[config.mk]
export PLATFORM = sky130hd
export DESIGN_NAME = ten_gig_eth_pcs_pma_0_rx_lock_monitor
export DESIGN_NICKNAME = d
export VERILOG_FILES = /design/src/rtl/ten_gig_eth_pcs_pma_0_rx_lock_mon_pkg.sv /design/src/rtl/ten_gig_eth_pcs_pma_0_rx_lock_mon_timer.sv /design/src/rtl/ten_gig_eth_pcs_pma_0_rx_lock_monitor.sv
export SDC_FILE = /design/constraint.sdc
export NUM_CORES = 1
export LEC_CHECK = 0
export CORE_UTILIZATION = 60
export CTS_BUF_LIST = sky130_fd_sc_hd__clkbuf_8
export DETAILED_ROUTE_END_ITERATION = 6
export PLACE_DENSITY = 0.8
export SLEW_MARGIN = 20
export SYNTH_ARGS = -nofsm -noshare
export SYNTH_HDL_FRONTEND = slang
export SYNTH_SLANG_ARGS = --single-unit
[constraint.sdc]
create_clock -name clk -period 2.6 [get_ports clk]
set_clock_uncertainty 0.15 [all_clocks]
set_input_delay 0.65 -clock clk [delete_from_list [all_inputs] [get_ports clk]]
set_output_delay 0.65 -clock clk [all_outputs]
set_load 0.005 [all_outputs]
[src/rtl/ten_gig_eth_pcs_pma_0_rx_lock_mon_pkg.sv]
// ten_gig_eth_pcs_pma_0_rx_lock_mon_pkg
// Shared definitions for the RX lock monitor: FSM state encoding and the
// widths of the retry and lock-loss statistics counters.
// Optional feature macro used by the monitor: RX_LOCK_MON_STATS_EN.
`timescale 1ns/1ps
package ten_gig_eth_pcs_pma_0_rx_lock_mon_pkg;

  // Lock monitor FSM states
  typedef enum logic [2:0] {
    WAIT_RESETDONE,
    WAIT_LOCK,
    QUALIFY,
    LINKED,
    RESET_PULSE
  } lock_state_t;

  // Width of the saturating retry counter
  localparam int RETRY_CNT_W = 8;

  // Width of the saturating lock-loss counter
  localparam int LOSS_CNT_W = 16;

endpackage

[src/rtl/ten_gig_eth_pcs_pma_0_rx_lock_mon_timer.sv]
// ten_gig_eth_pcs_pma_0_rx_lock_mon_timer
// Loadable down-counter that flags when the lock timeout has run out.
// Ports:
//   clk     - core clock, rising edge
//   rst_n   - asynchronous active-low reset, reloads the full timeout
//   load    - restart the timeout window on this edge
//   en      - count this edge (only while the monitor is waiting for lock)
//   expired - the edge about to be taken is the last one of the window
`timescale 1ns/1ps
module ten_gig_eth_pcs_pma_0_rx_lock_mon_timer #(
  parameter int CYC = 500000
) (
  input  logic clk,
  input  logic rst_n,
  input  logic load,
  input  logic en,
  output logic expired
);

  localparam int W = $clog2(CYC + 1);

  logic [W-1:0] count;

  // The loading edge itself is the first cycle of a new window, so a
  // reload stores one less than the full window. Out of reset no edge has
  // been spent yet, so the full window is stored. The counter parks at 0.
  always_ff @(posedge clk or negedge rst_n) begin
    if (!rst_n) begin
      count <= W'(CYC);
    end else if (load) begin
      count <= W'(CYC - 1);
    end else if (en && (count != '0)) begin
      count <= count - W'(1);
    end
  end

  // Expiry is seen while the last edge of the window is being decided.
  assign expired = (count <= W'(1));

endmodule

[src/rtl/ten_gig_eth_pcs_pma_0_rx_lock_monitor.sv]
// ten_gig_eth_pcs_pma_0_rx_lock_monitor
// Qualifies synchronized GT RX reset-done and PCS block-lock into a
// debounced link_up, and issues a fixed-width GT RX reset pulse whenever
// lock is not reached within the timeout window.
// Ports:
//   clk              - core clock, rising edge
//   rst_n            - asynchronous active-low reset
//   rxresetdone_sync - GT RX reset done, already in the clk domain
//   block_lock_sync  - PCS block lock, already in the clk domain
//   link_up          - qualified link status (registered)
//   gt_rxreset       - GT RX reset request, active high (registered)
//   retry_cnt        - failed attempts since last link-up, saturating
//   lock_loss_cnt    - LINKED->WAIT_LOCK drops, saturating
//                      (only when RX_LOCK_MON_STATS_EN is defined)
`timescale 1ns/1ps
module ten_gig_eth_pcs_pma_0_rx_lock_monitor
  import ten_gig_eth_pcs_pma_0_rx_lock_mon_pkg::*;
#(
  parameter int LOCK_TIMEOUT_CYC = 500000,
  parameter int QUAL_CYC         = 1024,
  parameter int UNLOCK_CYC       = 16,
  parameter int RST_PULSE_CYC    = 8
) (
  input  logic                   clk,
  input  logic                   rst_n,
  input  logic                   rxresetdone_sync,
  input  logic                   block_lock_sync,
  output logic                   link_up,
  output logic                   gt_rxreset,
  output logic [RETRY_CNT_W-1:0] retry_cnt
`ifdef RX_LOCK_MON_STATS_EN
  ,
  output logic [LOSS_CNT_W-1:0]  lock_loss_cnt
`endif
);

  localparam int QW = $clog2(QUAL_CYC + 1);
  localparam int LW = $clog2(UNLOCK_CYC + 1);
  localparam int PW = $clog2(RST_PULSE_CYC + 1);

  lock_state_t   state;
  lock_state_t   next_state;
  logic [QW-1:0] qual_cnt;
  logic [QW-1:0] qual_next;
  logic [LW-1:0] low_cnt;
  logic [LW-1:0] low_next;
  logic [PW-1:0] pulse_cnt;
  logic [PW-1:0] pulse_next;
  logic          timer_load;
  logic          timer_en;
  logic          timer_expired;

  // The timeout window only runs while we are still trying to get locked.
  assign timer_en = (state == WAIT_RESETDONE) || (state == WAIT_LOCK) ||
                    (state == QUALIFY);

  ten_gig_eth_pcs_pma_0_rx_lock_mon_timer #(
    .CYC (LOCK_TIMEOUT_CYC)
  ) u_timer (
    .clk     (clk),
    .rst_n   (rst_n),
    .load    (timer_load),
    .en      (timer_en),
    .expired (timer_expired)
  );

  // Next-state logic. Run-length counters hold the number of samples
  // already taken, so the deciding sample is the one where the held count
  // equals the target minus one. Priorities: qualification success and
  // lock arrival beat expiry; expiry beats a qualification drop; in
  // LINKED, loss of reset-done beats the unlock filter.
  always_comb begin
    next_state = state;
    qual_next  = '0;
    low_next   = '0;
    pulse_next = '0;
    timer_load = 1'b0;
    case (state)
      WAIT_RESETDONE: begin
        if (rxresetdone_sync) begin
          next_state = WAIT_LOCK;
          timer_load = 1'b1;
        end else if (timer_expired) begin
          next_state = RESET_PULSE;
        end
      end
      WAIT_LOCK: begin
        if (block_lock_sync) begin
          qual_next  = QW'(1);
          next_state = (QUAL_CYC <= 1) ? LINKED : QUALIFY;
        end else if (timer_expired) begin
          next_state = RESET_PULSE;
        end
      end
      QUALIFY: begin
        if (block_lock_sync && (qual_cnt >= QW'(QUAL_CYC - 1))) begin
          next_state = LINKED;
        end else if (timer_expired) begin
          next_state = RESET_PULSE;
        end else if (!block_lock_sync) begin
          next_state = WAIT_LOCK;
        end else begin
          qual_next = qual_cnt + QW'(1);
        end
      end
      LINKED: begin
        if (!rxresetdone_sync) begin
          next_state = WAIT_RESETDONE;
          timer_load = 1'b1;
        end else if (!block_lock_sync) begin
          if (low_cnt >= LW'(UNLOCK_CYC - 1)) begin
            next_state = WAIT_LOCK;
            timer_load = 1'b1;
          end else begin
            low_next = low_cnt + LW'(1);
          end
        end
      end
      RESET_PULSE: begin
        if (pulse_cnt >= PW'(RST_PULSE_CYC - 1)) begin
          next_state = WAIT_RESETDONE;
          timer_load = 1'b1;
        end else begin
          pulse_next = pulse_cnt + PW'(1);
        end
      end
      default: begin
        next_state = WAIT_RESETDONE;
        timer_load = 1'b1;
      end
    endcase
  end

  // State, run-length counters and registered outputs. Outputs are taken
  // from the next state so they change on the same edge as the state.
  always_ff @(posedge clk or negedge rst_n) begin
    if (!rst_n) begin
      state      <= WAIT_RESETDONE;
      qual_cnt   <= '0;
      low_cnt    <= '0;
      pulse_cnt  <= '0;
      link_up    <= 1'b0;
      gt_rxreset <= 1'b0;
      retry_cnt  <= '0;
    end else begin
      state      <= next_state;
      qual_cnt   <= qual_next;
      low_cnt    <= low_next;
      pulse_cnt  <= pulse_next;
      link_up    <= (next_state == LINKED);
      gt_rxreset <= (next_state == RESET_PULSE);
      if ((next_state == RESET_PULSE) && (state != RESET_PULSE)) begin
        if (retry_cnt != '1) begin
          retry_cnt <= retry_cnt + RETRY_CNT_W'(1);
        end
      end else if ((next_state == LINKED) && (state != LINKED)) begin
        retry_cnt <= '0;
      end
    end
  end

`ifdef RX_LOCK_MON_STATS_EN
  logic unlock_event;

  // Only a filtered block-lock loss counts; reset-done loss does not.
  assign unlock_event = (state == LINKED) && (next_state == WAIT_LOCK);

  // Saturating lock-loss statistics counter
  always_ff @(posedge clk or negedge rst_n) begin
    if (!rst_n) begin
      lock_loss_cnt <= '0;
    end else if (unlock_event && (lock_loss_cnt != '1)) begin
      lock_loss_cnt <= lock_loss_cnt + LOSS_CNT_W'(1);
    end
  end
`endif

endmodule

## Yosys cells after proc, flatten, opt, wreduce, memory -nomap -nowiden

Index checks and enable logic that the tools add are counted.

| word-level totals | value |
|---|---|
| logic and storage cells | 72 |
| latch bits | 0 |
| bits of input ports | 4 |
| memories kept | 0 |
| bits in registers | 52 |
| bits in writable memories | 0 |
| bits in read-only memories | 0 |
| output and inout bits | 10 |

| cells by class | value |
|---|---|
| multipliers | 0 |
| reduce and logical (&&, ||, !) cells | 12 |
| multiplexer cells | 33 |
| shift operators | 0 |
| bitwise gates (word level) | 0 |
| $lt $le $gt $ge | 4 |
| add/sub/neg operators | 5 |
| equal/unequal tests | 10 |
| div/mod/pow operators | 0 |

Operator list:

| operator | count |
|---|---|
| 19-bit 2-to-1 mux | 2 |
| 11-bit 2-to-1 mux | 3 |
| 3-bit 2-to-1 mux | 10 |
| 8-bit 2-to-1 mux | 3 |
| 11-bit case mux with 2 select lines | 1 |
| 5-bit 2-to-1 mux | 4 |
| 19-bit by 1-bit <= comparator with 1-bit output, second input constant | 1 |
| 19-bit nonzero test | 1 |
| 19-bit by 1-bit subtractor with 19-bit output, second input constant | 1 |
| 3-bit case mux with 5 select lines | 1 |
| 11-bit by 1-bit adder with 11-bit output, second input constant | 1 |
| 11-bit by 10-bit >= comparator with 1-bit output, second input constant | 1 |
| 3-bit by 2-bit == test with 1-bit output, second input constant | 3 |
| 8-bit by 1-bit adder with 8-bit output, second input constant | 1 |
| 4-bit 2-to-1 mux | 2 |
| 8-bit inequality test, second input constant | 1 |
| 3-bit == test, second input constant | 2 |
| 1-bit 2-to-1 mux | 6 |
| 5-bit by 1-bit adder with 5-bit output, second input constant | 1 |
| 5-bit by 4-bit >= comparator with 1-bit output, second input constant | 1 |
| 4-bit by 1-bit adder with 4-bit output, second input constant | 1 |
| 4-bit by 3-bit >= comparator with 1-bit output, second input constant | 1 |
| 1-bit logical AND | 4 |
| 1-bit case mux with 4 select lines | 1 |
| other kinds (9) | 11 |

## Depth between registers and ports, before layout

Gate-level depths: netlist of run 1.

| depth | value |
|---|---|
| depth in word-level cells | 9 |
| gate-level depth with buffers | 8 |
| mapped depth without buffers | 7 |

## Hierarchy

From an unflattened synthesis of run 1, not the netlist that was laid out.

| unflattened totals | value |
|---|---|
| cells, all modules | 297 |
| area, all modules | 2857.7 sq um |

By module, submodules not included:

| module | cells each | instances | area each (sq um) | sequential area each (sq um) |
|---|---|---|---|---|
| ten_gig_eth_pcs_pma_0_rx_lock_monitor | 183 | 1 | 1762.9 | 825.8 |
| ten_gig_eth_pcs_pma_0_rx_lock_mon_timer | 114 | 1 | 1094.8 | 484.2 |

## Least setup slack after synthesis of run 1

No wires, ideal clock.

| timing path | value |
|---|---|
| path type | register -> register |
| start point | register u_timer.count[2] |
| end point | register qual_cnt[0] |
| arrival time | 2.039 ns |
| stages on the path, launching flop included | 8 |
| data required time | 2.320 ns |
| slack | 0.281 ns |
| period minus slack after synthesis | 2.319 ns |
| buffers on the path | 2 |
| path through | dfrtp_1 -> or4_4 -> or4_4 -> buf_6 -> nor2_4 -> or3_1 -> buf_6 -> o32ai_2 |

| on the way | value |
|---|---|
| longest elaborated chain between the ends | 4 |

RTL lines:

| item | line | text |
|---|---|---|
| start: declaration | ten_gig_eth_pcs_pma_0_rx_lock_mon_timer.sv:22 | `logic [W-1:0] count;` |
| start signal: assignment | ten_gig_eth_pcs_pma_0_rx_lock_mon_timer.sv:29 | `count <= W'(CYC);` |
| start signal: assignment | ten_gig_eth_pcs_pma_0_rx_lock_mon_timer.sv:31 | `count <= W'(CYC - 1);` |
| start signal: assignment | ten_gig_eth_pcs_pma_0_rx_lock_mon_timer.sv:33 | `count <= count - W'(1);` |
| 19-bit by 1-bit <= comparator with 1-bit output | ten_gig_eth_pcs_pma_0_rx_lock_mon_timer.sv:38 | `assign expired = (count <= W'(1));` |
| 11-bit 2-to-1 mux | ten_gig_eth_pcs_pma_0_rx_lock_monitor.sv:98 | `end else if (timer_expired) begin` |
| 11-bit 2-to-1 mux | ten_gig_eth_pcs_pma_0_rx_lock_monitor.sv:96 | `if (block_lock_sync && (qual_cnt >= QW'(QUAL_CYC - 1))) begin` |
| 11-bit case mux with 2 select lines | ten_gig_eth_pcs_pma_0_rx_lock_monitor.sv:78 | `case (state)` |
| net qual_next[0] | ten_gig_eth_pcs_pma_0_rx_lock_monitor.sv:44 | `logic [QW-1:0] qual_next;` |
| end signal: assignment | ten_gig_eth_pcs_pma_0_rx_lock_monitor.sv:147 | `qual_cnt <= qual_next;` |
| end: declaration | ten_gig_eth_pcs_pma_0_rx_lock_monitor.sv:43 | `logic [QW-1:0] qual_cnt;` |

The timed path passes the listed nets, and every way through them passes these cells.
A chain may end at the register's enable or synchronous reset.

## Worst setup path in the final report of run 1

| timing path | value |
|---|---|
| start point | register u_timer.count[14] |
| end point | register u_timer.count[11] |

| on the way | value |
|---|---|
| longest elaborated chain between the ends | 3 |

RTL lines:

| item | line | text |
|---|---|---|
| 19-bit nonzero test | ten_gig_eth_pcs_pma_0_rx_lock_mon_timer.sv:32 | `end else if (en && (count != '0)) begin` |
| 1-bit logical AND | ten_gig_eth_pcs_pma_0_rx_lock_mon_timer.sv:32 |  |
| 2-bit nonzero test (no line) | - |  |

No other way between the ends.

==> results of run 1 <==
per-stage QoR:
step	util, %	setup slack, ps
2_1_floorplan	-	281
3_3_place_gp	69.3	-19.6
3_5_place_dp	69.3	-54.2
4_1_cts	71.4	111
5_1_grt	71.5	68.0
6_report	71.5	194
logic make-up (layout without fill, tap and decap cells):
logic type | after synthesis | count (layout) | share of synthesized area [%]
AO/OA/AOI/OAI | 56 | 56 | 15.5
XOR/XNOR | 20 | 20 | 6.28
adder cells (fa/ha/maj) | 8 | 8 | 3.59
buffers and inverters | 17 | 45 | 2.91
flip-flops | 52 | 52 | 46.9
other | 1 | 1 | 0.134
AND/OR/NAND/NOR | 125 | 125 | 24.7
synthesized netlist by cell type (2+ instances only):
| cell type | n |
|---|---|
| nand3b_1 | 2 |
| o211ai_1 | 12 |
| nor3_1 | 7 |
| nand3_1 | 19 |
| nand2b_1 | 2 |
| dfrtp_1 | 45 |
| xor2_1 | 13 |
| nand3_2 | 2 |
| buf_2 | 2 |
| o21ai_0 | 9 |
| or3_1 | 7 |
| nor3b_1 | 2 |
| nor2_1 | 30 |
| o2111ai_1 | 5 |
| o31ai_1 | 3 |
| and4_1 | 2 |
| ha_1 | 8 |
| or4_4 | 2 |
| buf_6 | 2 |
| clkbuf_1 | 4 |
| or2_2 | 2 |
| nor2b_1 | 2 |
| o211ai_2 | 2 |
| inv_1 | 9 |
| dfstp_2 | 7 |
| or4_1 | 7 |
| xnor2_1 | 7 |
| nand2_1 | 21 |
| a21oi_1 | 5 |
| a21o_1 | 3 |
| and3_1 | 4 |
| nor4_1 | 3 |
| nand4b_1 | 2 |
| nand4_1 | 3 |
how the worst max path moves through the flow:
stage                      start           endpoint  slack [ps]  cells after the start
2_1_floorplan   u_timer.count[2]        qual_cnt[0]         280                      7
3_3_place_gp    rxresetdone_sync   u_timer.count[1]         -20                      5
3_5_place_dp    rxresetdone_sync   u_timer.count[1]         -50                      5
4_1_cts               low_cnt[0]   u_timer.count[1]         110                      7
5_1_grt        u_timer.count[14]  u_timer.count[11]          70                      6
6_report       u_timer.count[14]  u_timer.count[11]         190                      6
power by group through the flow:
stage | Combinational, µW | Clock [µW] | Sequential, µW
final | 695 | 475 | 964
after global routing | 771 | 512 | 978
after CTS | 691 | 487 | 963
after detailed placement | 684 | 0 | 978
after global placement | 663 | 0 | 976
after floorplan | 432 | 0 | 963
flip-flops by register name, summed over array words and instances (netlist names):
register / count
qual_cnt: 11
low_cnt: 5
u_timer.count: 19
retry_cnt: 8
state: 3
pulse_cnt: 4
link_up: 1
gt_rxreset: 1
worst max-delay path, stage by stage, from the launching register on:
cell      delay, ps
dfrtp_1         450
or4_1           570
buf_4           180
or2_2           330
o211ai_2        380
or3_1           170
a21oi_1          60
cell type report:
class | instances | area (µm²) | share of cell area [%]
Inverter | 9 | 33.8 | 1.07
Multi-Input combinational cell | 210 | 1400 | 44.5
Clock inverter | 3 | 23.8 | 0.754
Timing Repair Buffer | 28 | 250 | 7.93
Clock buffer | 5 | 68.8 | 2.18
Tap cell | 52 | 65.1 | 2.06
Sequential cell | 52 | 1310 | 41.5
routing by layer:
metal | vias up | track usage [%]
met5 | - | 0
met4 | 0 | 8.00
met3 | 6 | 4.47
met2 | 31 | 42.0
met1 | 1084 | 33.6
li1 | 1075 | -
==> reports/metrics.cfg, run 1 <==
[timing]
worst_pin_slew_ps = 581
setup_viol = 0
timing.fmax_mhz = 416
slew_headroom_pct = 61.0
timing.hold.ws_ps = 158
drv_slew = 0
post-route-min-period_ps = 2410
period_share_pct = 92.5
hold_viol_final = 0
setup_tns_ps = 0
rsz0062_at_grt = false

[setup_path]
r2r-start = u_timer.count[14]
reg2reg_to = u_timer.count[11]
worstPathRequired_ps = 2650
arrival_ps = 2450
critPathLaunchType = register
r2r_cells = 6
reg2reg_slack_ps = 190
worstSetupPathType = reg2reg
endpoint_kind = register
cp_max_fo = 9

[yosys]
ys_top_cells_by_area = dfrtp_1 40%, dfstp_2 6.6%, xor2_1 4.1%
synth-edff-count = 0
synth_top_area_share_pct = 40.3
synthCells = 279
synth_area_per_cell_um2 = 10.0
ys_types = 58
ys_warn_count = 0
ys_seq_area_share_pct = 46.9
async_flop_share_pct = 100
postSynthRegisterBits = 52
synth_nets = 291
yosysTopAreaCell = dfrtp_1
syn_area_um2 = 2790
synthFlopType = dfrtp_1

[power]
swShare_pct = 35.5
seqPwrFrac_pct = 45.2
powerDensity_nw_per_um2 = 677
intPower_uw = 1380
report.power.total_uw = 2130
max-vdd-ir-drop_uv = 390
clock_power_share_pct = 22.3
switchingPower_uw = 758
p_leak_uw = 0.00130
p_comb_share_pct = 32.6

[drt]
firstDrtPassIters = 4
drc = 0
met3_length_um = 135
wl_met1_mm = 2.56
wl_met2_mm = 2.75
vias_per_cell = 6.12
first_iter_violations = 175
vias = 2196
top_layer_used = met4
wire_per_inst_um = 15.4
wl_mm = 5.54
drt.antenna.violating_nets = 0

[floorplan]
dieHeight_um = 70.2
boundaryPins = 14
die-area_um2 = 4930
die_w_um = 70.2
coreArea_um2 = 4410
start_util_pct = 63.2
rows = 24

[placed_design]
hpwl_mm = 4.01
routabilityCongestion = 0.818
place_area_um2 = 3060
port-buffer-count = 13
dp.cells = 351

[global_route]
gr-usage-all-layers_pct = 25.3
grt_pass1_wl_mm = 9.92
grt_max_degree = 30
antenna_found_initial = 0
grt_pass1_vias = 2160
grt-ovfl-total = 0

[final_layout]
final_cells = 359
layout_commonest_cell = dfrtp_1
stdcell_area_um2 = 3150
layout_common_cells = 45 x dfrtp_1, 29 x nor2_1, 21 x nand2_1
n_antenna_cell = 0
drive_above_1_share_pct = 15.3
area_growth_pct = 13.0
fill_cells = 332
final_net_count = 318

[clock_network]
root_buffer = clkbuf_8
cts_tree = yes
clock_path_buffers = 2
cts-resized-gates = 0
postCtsSetupBuffers = 0
numCtsBuffers = 5
worstSkewPairLatency_ps = 310
hold_buffers = 0
cts_num_sinks = 52
clk_transition_reported_paths_ps = 110
htreeDepth = 2

[outcome]
status = finished, final reports clean

[hold_path]
hold_path.class = in2async

[job]
drv_cap = 0

(Power assumes the default switching activity.)
==> run 2: changes to the inputs <==
--- a/config.mk
+++ b/config.mk
@@ -5,11 +5,13 @@
 export SDC_FILE = /design/constraint.sdc
 export NUM_CORES = 1
 export LEC_CHECK = 0
+export CAP_MARGIN = 20
 export CORE_UTILIZATION = 60
 export CTS_BUF_LIST = sky130_fd_sc_hd__clkbuf_8
 export DETAILED_ROUTE_END_ITERATION = 6
-export PLACE_DENSITY = 0.8
+export PLACE_DENSITY = 0.79
 export SLEW_MARGIN = 20
 export SYNTH_ARGS = -nofsm -noshare
 export SYNTH_HDL_FRONTEND = slang
+export SYNTH_HIERARCHICAL = 1
 export SYNTH_SLANG_ARGS = --single-unit
==> constraint.sdc (replaced) <==
create_clock -name clk -period 2.6 [get_ports clk]
set_clock_uncertainty 0.15 [all_clocks]
set_input_delay 0.65 -clock clk [delete_from_list [all_inputs] [get_ports clk]]
set_output_delay 0.65 -clock clk [all_outputs]
set_load 0.01 [all_outputs]
==> reports/metrics.cfg, run 2 <==
[setup_path]
critPathLaunchType = register
crit_family = simple AND/OR/NAND/NOR gates
slowest_delay_ps = 540  ; -30 ps
arrival_ps = 2590  ; +140 ps
worstPathRequired_ps = 2650  ; about the same
cp_num_cells = 10  ; +4
worstPathCellList = or4_4 -> nor3b_4 -> nand3_2 -> o32ai_2 -> and2_4 -> and2b_1 -> o31ai_2 -> nand2_1 -> o21ai_1 -> a21oi_1
cp_max_fo = 4  ; -5
crit_slowest_cell = or4_4
endpoint_kind = register
worstSetupPathType = reg2reg
r2r_cells = 10  ; +4
critPathBufInv = 0  ; -1

[power]
powerDensity_nw_per_um2 = 581  ; -14%
max-vdd-ir-drop_uv = 410  ; +5.1%
p_leak_uw = 0.00136  ; +4.7%
report.power.total_uw = 1910  ; -11%

[final_layout]
area_growth_pct = 14.9
layout_commonest_cell = dfrtp_1
n_antenna_cell = 0  ; unchanged
fill_cells = 317  ; -4.5%
reg.largest.list = u_timer/count x19, qual_cnt x11, retry_cnt x8
seq_area_um2 = 1310  ; unchanged
largest_register_ffs = 19  ; unchanged
stdcell_area_um2 = 3280  ; +4.1%
regMostFlops = u_timer/count
multi_input_area_um2 = 1490  ; +6.2%
layout_common_cells = 45 x dfrtp_1, 39 x nor2_1, 17 x buf_4
drive_above_1_share_pct = 16.8  ; +1.5 points
final_net_count = 338  ; +6.3%
final_cells = 380  ; +5.8%

[timing]
period_share_pct = 98.0  ; +5.4 points
setup_viol = 0  ; unchanged
post-route-min-period_ps = 2550  ; +141 ps
hold_viol_final = 0  ; unchanged
slew_headroom_pct = 63.7  ; +2.7 points
drv_slew = 0  ; unchanged
worst_pin_slew_ps = 540  ; -40.5 ps
timing.fmax_mhz = 393  ; -5.5%
timing.hold.ws_ps = 163  ; +4.45 ps
rsz0062_at_grt = true

[placed_design]
hpwl_mm = 3.85  ; -4.0%
dp.cells = 371  ; +5.7%
routabilityCongestion = 0.840  ; +2.7%
port-buffer-count = 13  ; unchanged
place_area_um2 = 3130  ; +2.3%

[global_route]
grt-ovfl-total = 0  ; unchanged
grt_max_degree = 53  ; +77%
grt_pass1_vias = 2162  ; +0.093%
gr-usage-all-layers_pct = 23.7  ; -1.5 points
antenna_found_initial = 0  ; unchanged
grt_pass1_wl_mm = 9.62  ; -3.0%

[yosys]
synth_top_area_share_pct = 39.4  ; -0.94 points
postSynthRegisterBits = 52  ; unchanged
yosysMostFrequentCell = dfrtp_1
synth-edff-count = 0  ; unchanged
synthFlopType = dfrtp_1
syn_area_um2 = 2860  ; +2.4%
ys_top_cells_by_area = dfrtp_1 39%, dfstp_2 6.4%, nor2_1 5.1%
ys_seq_area_share_pct = 45.8  ; -1.1 points
ys_types = 59  ; +1.7%
synth_top_cells_by_count = 45 x dfrtp_1, 39 x nor2_1, 16 x o21ai_0
synth_nets = 308  ; +5.8%
yosysTopAreaCell = dfrtp_1
synthCells = 297  ; +6.5%
ys_warn_count = 6  ; +6
async_flop_share_pct = 100  ; unchanged
synth_area_per_cell_um2 = 9.62  ; -3.8%

[drt]
vias_per_cell = 5.86  ; -4.2%
wire_per_inst_um = 14.5  ; -6.2%
firstDrtPassIters = 6  ; +2
first_iter_violations = 70  ; -60%
drc = 2  ; +2
met3_length_um = 126  ; -6.7%
wl_met2_mm = 2.80  ; +1.7%
vias = 2226  ; +1.4%
wl_met1_mm = 2.51  ; -1.9%
wl_mm = 5.50  ; -0.72%
top_layer_used = met4
drt.antenna.violating_nets = 0  ; unchanged

[outcome]
status = finished with violations
violations = design-rule violations

[clock_network]
cts_tree = yes
worstSkewPairLatency_ps = 310  ; about the same
cts_num_sinks = 52  ; unchanged
hold_buffers = 0  ; unchanged
htreeDepth = 2  ; unchanged
clk_transition_reported_paths_ps = 100  ; about the same
clock_path_buffers = 2  ; unchanged
numCtsBuffers = 5  ; unchanged
root_buffer = clkbuf_8

[floorplan]
die_w_um = 71.0  ; +1.1%
dieHeight_um = 71.0  ; +1.1%
start_util_pct = 63.9  ; +0.63 points
die-area_um2 = 5040  ; +2.3%
rows = 24  ; unchanged
boundaryPins = 14  ; unchanged
coreArea_um2 = 4470  ; +1.4%

[hold_path]
hold_path.class = in2async

[job]
drv_cap = 0  ; unchanged

## run 2: cell types whose count changed in the layout (fill, tap and decap cells not counted), moves of 4 or more
| cell | delta |
|---|---|
| nor2_1 | +10 |
| nand3_1 | -9 |
| nand2_1 | -8 |
| o211ai_1 | -8 |
| a21oi_1 | +7 |
| nand2b_1 | +7 |
| inv_1 | +5 |
| or4_1 | -5 |
| mux2i_1 | +4 |
| o2111ai_1 | -4 |
| o21ai_0 | +4 |
| o21ai_1 | +4 |
## run 2: per-layer routing
layer,vias to the layer above,global-route usage (%)
li1,1109,-
met1,1080,30.7
met2,30,40.8
met3,7,4.27
met4,0,7.11
met5,-,0
## run 2: area by class of cell
type,instances,area share (%)
inverter,14,1.60
clock inverter,3,0.724
tap,52,1.98
clock buffer,5,2.10
timing repair buffer,31,8.31
multi-input combinational,223,45.4
sequential,52,39.9
## run 2: power by group
group / total, µW / switching (µW) / internal (µW)
clock network: 466 / 275 / 191
registers: 943 / 75.7 / 867
logic: 497 / 273 / 224
## run 2: worst reg2reg max path, stage by stage, from the launching register on
cell and delay [ps]:
dfrtp_1 400, or4_4 540, nor3b_4 220, nand3_2 110
o32ai_2 230, and2_4 200, and2b_1 210, o31ai_2 170
nand2_1 80, o21ai_1 70, a21oi_1 70
## run 2: logic make-up (layout without fill, tap and decap cells)
kind of cell	Yosys count	in the layout	synth area share, %
muxes	5	5	1.80
xor gates and xnor gates	21	21	6.44
DFF	52	52	45.8
adders and majority gates	7	7	3.06
and+or+nand+nor	136	136	27.0
AOI/OAI and AO/OA	53	53	11.6
buffers and inverters	22	53	4.12
other	1	1	0.131
## run 2: path summary, 6_finish.rpt
kind	slack, ps	endpoint	start
worst max-delay path	50	link_up	u_timer/count[6]
worst min-delay path	160	retry_cnt[4]	rst_n
max in group asynchronous	1840	u_timer/count[16]	rst_n
min in group clk	320	pulse_cnt[0]	pulse_cnt[0]
worst min register to register	320	pulse_cnt[0]	pulse_cnt[0]
worst max register to register	50	link_up	u_timer/count[6]
## run 2: repair_timing
action                                  4_1_cts  5_1_grt
gates resized for setup                       1       12
pin swaps                                     0        1
hold endpoints to repair                      0        0
buffers inserted                              0        1
endpoints found under the setup margin        5       16
## run 2: metrics by stage
stage	util (%)	setup WS [ps]	setup TNS, ps
floorplan	-	107	0
global placement	70.0	75.0	0
detailed placement	70.0	-20.4	-28.6
CTS	72.1	26.6	0
global route	73.4	-69.1	-97.9
finish	73.4	53.1	0
==> run 3: changes to the inputs <==
--- a/config.mk
+++ b/config.mk
@@ -10,6 +10,7 @@
 export CTS_BUF_LIST = sky130_fd_sc_hd__clkbuf_8
 export DETAILED_ROUTE_END_ITERATION = 6
 export PLACE_DENSITY = 0.79
+export SKIP_CTS_REPAIR_TIMING = 1
 export SLEW_MARGIN = 20
 export SYNTH_ARGS = -nofsm -noshare
 export SYNTH_HDL_FRONTEND = slang
==> reports/metrics.cfg, run 3 (synthesis results as in run 2) <==
[floorplan]
die-area_um2 = 5040  ; unchanged
boundaryPins = 14  ; unchanged
rows = 24  ; unchanged
dieHeight_um = 71.0  ; unchanged
start_util_pct = 63.9  ; unchanged
die_w_um = 71.0  ; unchanged
coreArea_um2 = 4470  ; unchanged

[hold_path]
hold_path.class = in2async

[placed_design]
dp.cells = 371  ; unchanged
place_area_um2 = 3130  ; unchanged
routabilityCongestion = 0.840  ; unchanged
hpwl_mm = 3.85  ; unchanged
place_ws_ps = -20.4  ; unchanged
port-buffer-count = 13  ; unchanged

[job]
drv_cap = 0  ; unchanged

[drt]
wire_per_inst_um = 14.6  ; +0.76%
firstDrtPassIters = 6  ; unchanged
vias_per_cell = 5.87  ; +0.27%
drc = 2  ; unchanged
vias = 2232  ; +0.27%
wl_mm = 5.54  ; +0.76%
drt.antenna.violating_nets = 0  ; unchanged
first_iter_violations = 79  ; +13%

[global_route]
grt_pass1_wl_mm = 9.55  ; -0.72%
grt_pass1_vias = 2140  ; -1.0%
grt_max_degree = 53  ; unchanged
antenna_found_initial = 0  ; unchanged
gr-usage-all-layers_pct = 23.6  ; -0.15 points
grt-ovfl-total = 0  ; unchanged

[power]
powerDensity_nw_per_um2 = 581  ; +0.11%
p_leak_uw = 0.00136  ; about the same
report.power.total_uw = 1910  ; +0.11%
max-vdd-ir-drop_uv = 411  ; about the same

[setup_path]
crit_slowest_cell = or4_4
arrival_ps = 2590  ; about the same
worstPathRequired_ps = 2650  ; about the same
cp_max_fo = 4  ; unchanged
critPathLaunchType = register
endpoint_kind = register
worstSetupPathType = reg2reg
worstPathCellList = or4_4 -> nor3b_4 -> nand3_2 -> o32ai_2 -> and2_4 -> and2b_1 -> o31ai_2 -> nand2_1 -> o21ai_1 -> a21oi_1
slowest_delay_ps = 540  ; about the same

[final_layout]
drive_above_1_share_pct = 16.8  ; unchanged
final_cells = 380  ; unchanged
stdcell_area_um2 = 3280  ; unchanged
layout_commonest_cell = dfrtp_1
final_net_count = 338  ; unchanged
layout_common_cells = 45 x dfrtp_1, 39 x nor2_1, 17 x buf_4
largest_register_ffs = 19  ; unchanged
area_growth_pct = 14.9  ; unchanged
n_antenna_cell = 0  ; unchanged
regMostFlops = u_timer/count
fill_cells = 317  ; unchanged
fin_util_pct = 73.4  ; unchanged
reg.largest.list = u_timer/count x19, qual_cnt x11, retry_cnt x8

[timing]
hold_viol_final = 0  ; unchanged
period_share_pct = 97.9  ; about the same
rsz0062_at_grt = true
worst_pin_slew_ps = 540  ; -0.0362 ps
setup_viol = 0  ; unchanged
timing.fmax_mhz = 393  ; about the same
post-route-min-period_ps = 2550  ; -0.609 ps
slew_headroom_pct = 63.7  ; about the same
fin_ws_ps = 53.7  ; +0.609 ps
drv_slew = 0  ; unchanged

[outcome]
status = finished with violations
violations = design-rule violations

[clock_network]
cts_num_sinks = 52  ; unchanged
numCtsBuffers = 5  ; unchanged
htreeDepth = 2  ; unchanged
cts_tree = yes
root_buffer = clkbuf_8
clk_transition_reported_paths_ps = 100  ; about the same
clock_path_buffers = 2  ; unchanged
worstSkewPairLatency_ps = 310  ; about the same

[run 3: worst paths after layout]
check | from | end | slack (ps) | depth (start not counted)
setup / recovery | u_timer/count[6] | link_up | 50 | 10
hold / removal | rst_n | retry_cnt[4] | 160 | 2
setup reg to reg | u_timer/count[6] | link_up | 50 | 10
hold reg to reg | pulse_cnt[0] | pulse_cnt[0] | 320 | 1
max in group asynchronous | rst_n | u_timer/count[16] | 1840 | 2
min in group clk | pulse_cnt[0] | pulse_cnt[0] | 320 | 1
[run 3: critical path, delay by kind of cell (launching register included)]
| family | cells | cell delay (ps) |
|---|---|---|
| AOI/OAI and AO/OA | 4 | 530 |
| and+or+nand+nor | 6 | 1360 |
| DFF | 1 | 400 |
[run 3: final cells by class]
cell class | instances | area [µm²] | share of cell area (%)
Clock buffer | 5 | 68.8 | 2.10
Clock inverter | 3 | 23.8 | 0.724
Inverter | 14 | 52.6 | 1.60
Multi-Input combinational cell | 223 | 1490 | 45.4
Sequential cell | 52 | 1310 | 39.9
Tap cell | 52 | 65.1 | 1.98
Timing Repair Buffer | 31 | 273 | 8.31
[run 3: layer usage]
metal | vias up | track usage [%] | share of wire (%)
li1 | 1109 | - | -
met1 | 1082 | 30.7 | 45
met2 | 32 | 40.3 | 51
met3 | 9 | 4.27 | 2.1
met4 | 0 | 7.11 | 1.4
met5 | - | 0 | 0
[run 3: per-stage QoR]
| stage | TNS (ps) | hold slack [ps] |
|---|---|---|
| floorplan | 0 | 204 |
| global placement | 0 | 299 |
| detailed placement | -28.6 | 317 |
| CTS | -99.1 | 172 |
| global route | -128 | 180 |
| finish | 0 | 164 |
[run 3: power by group]
group          leakage (µW)  switching (µW)  internal [µW]
logic              0.000641             274            224
clock network     0.0000404             275            191
registers          0.000676            76.4            867
total               0.00136             626           1280
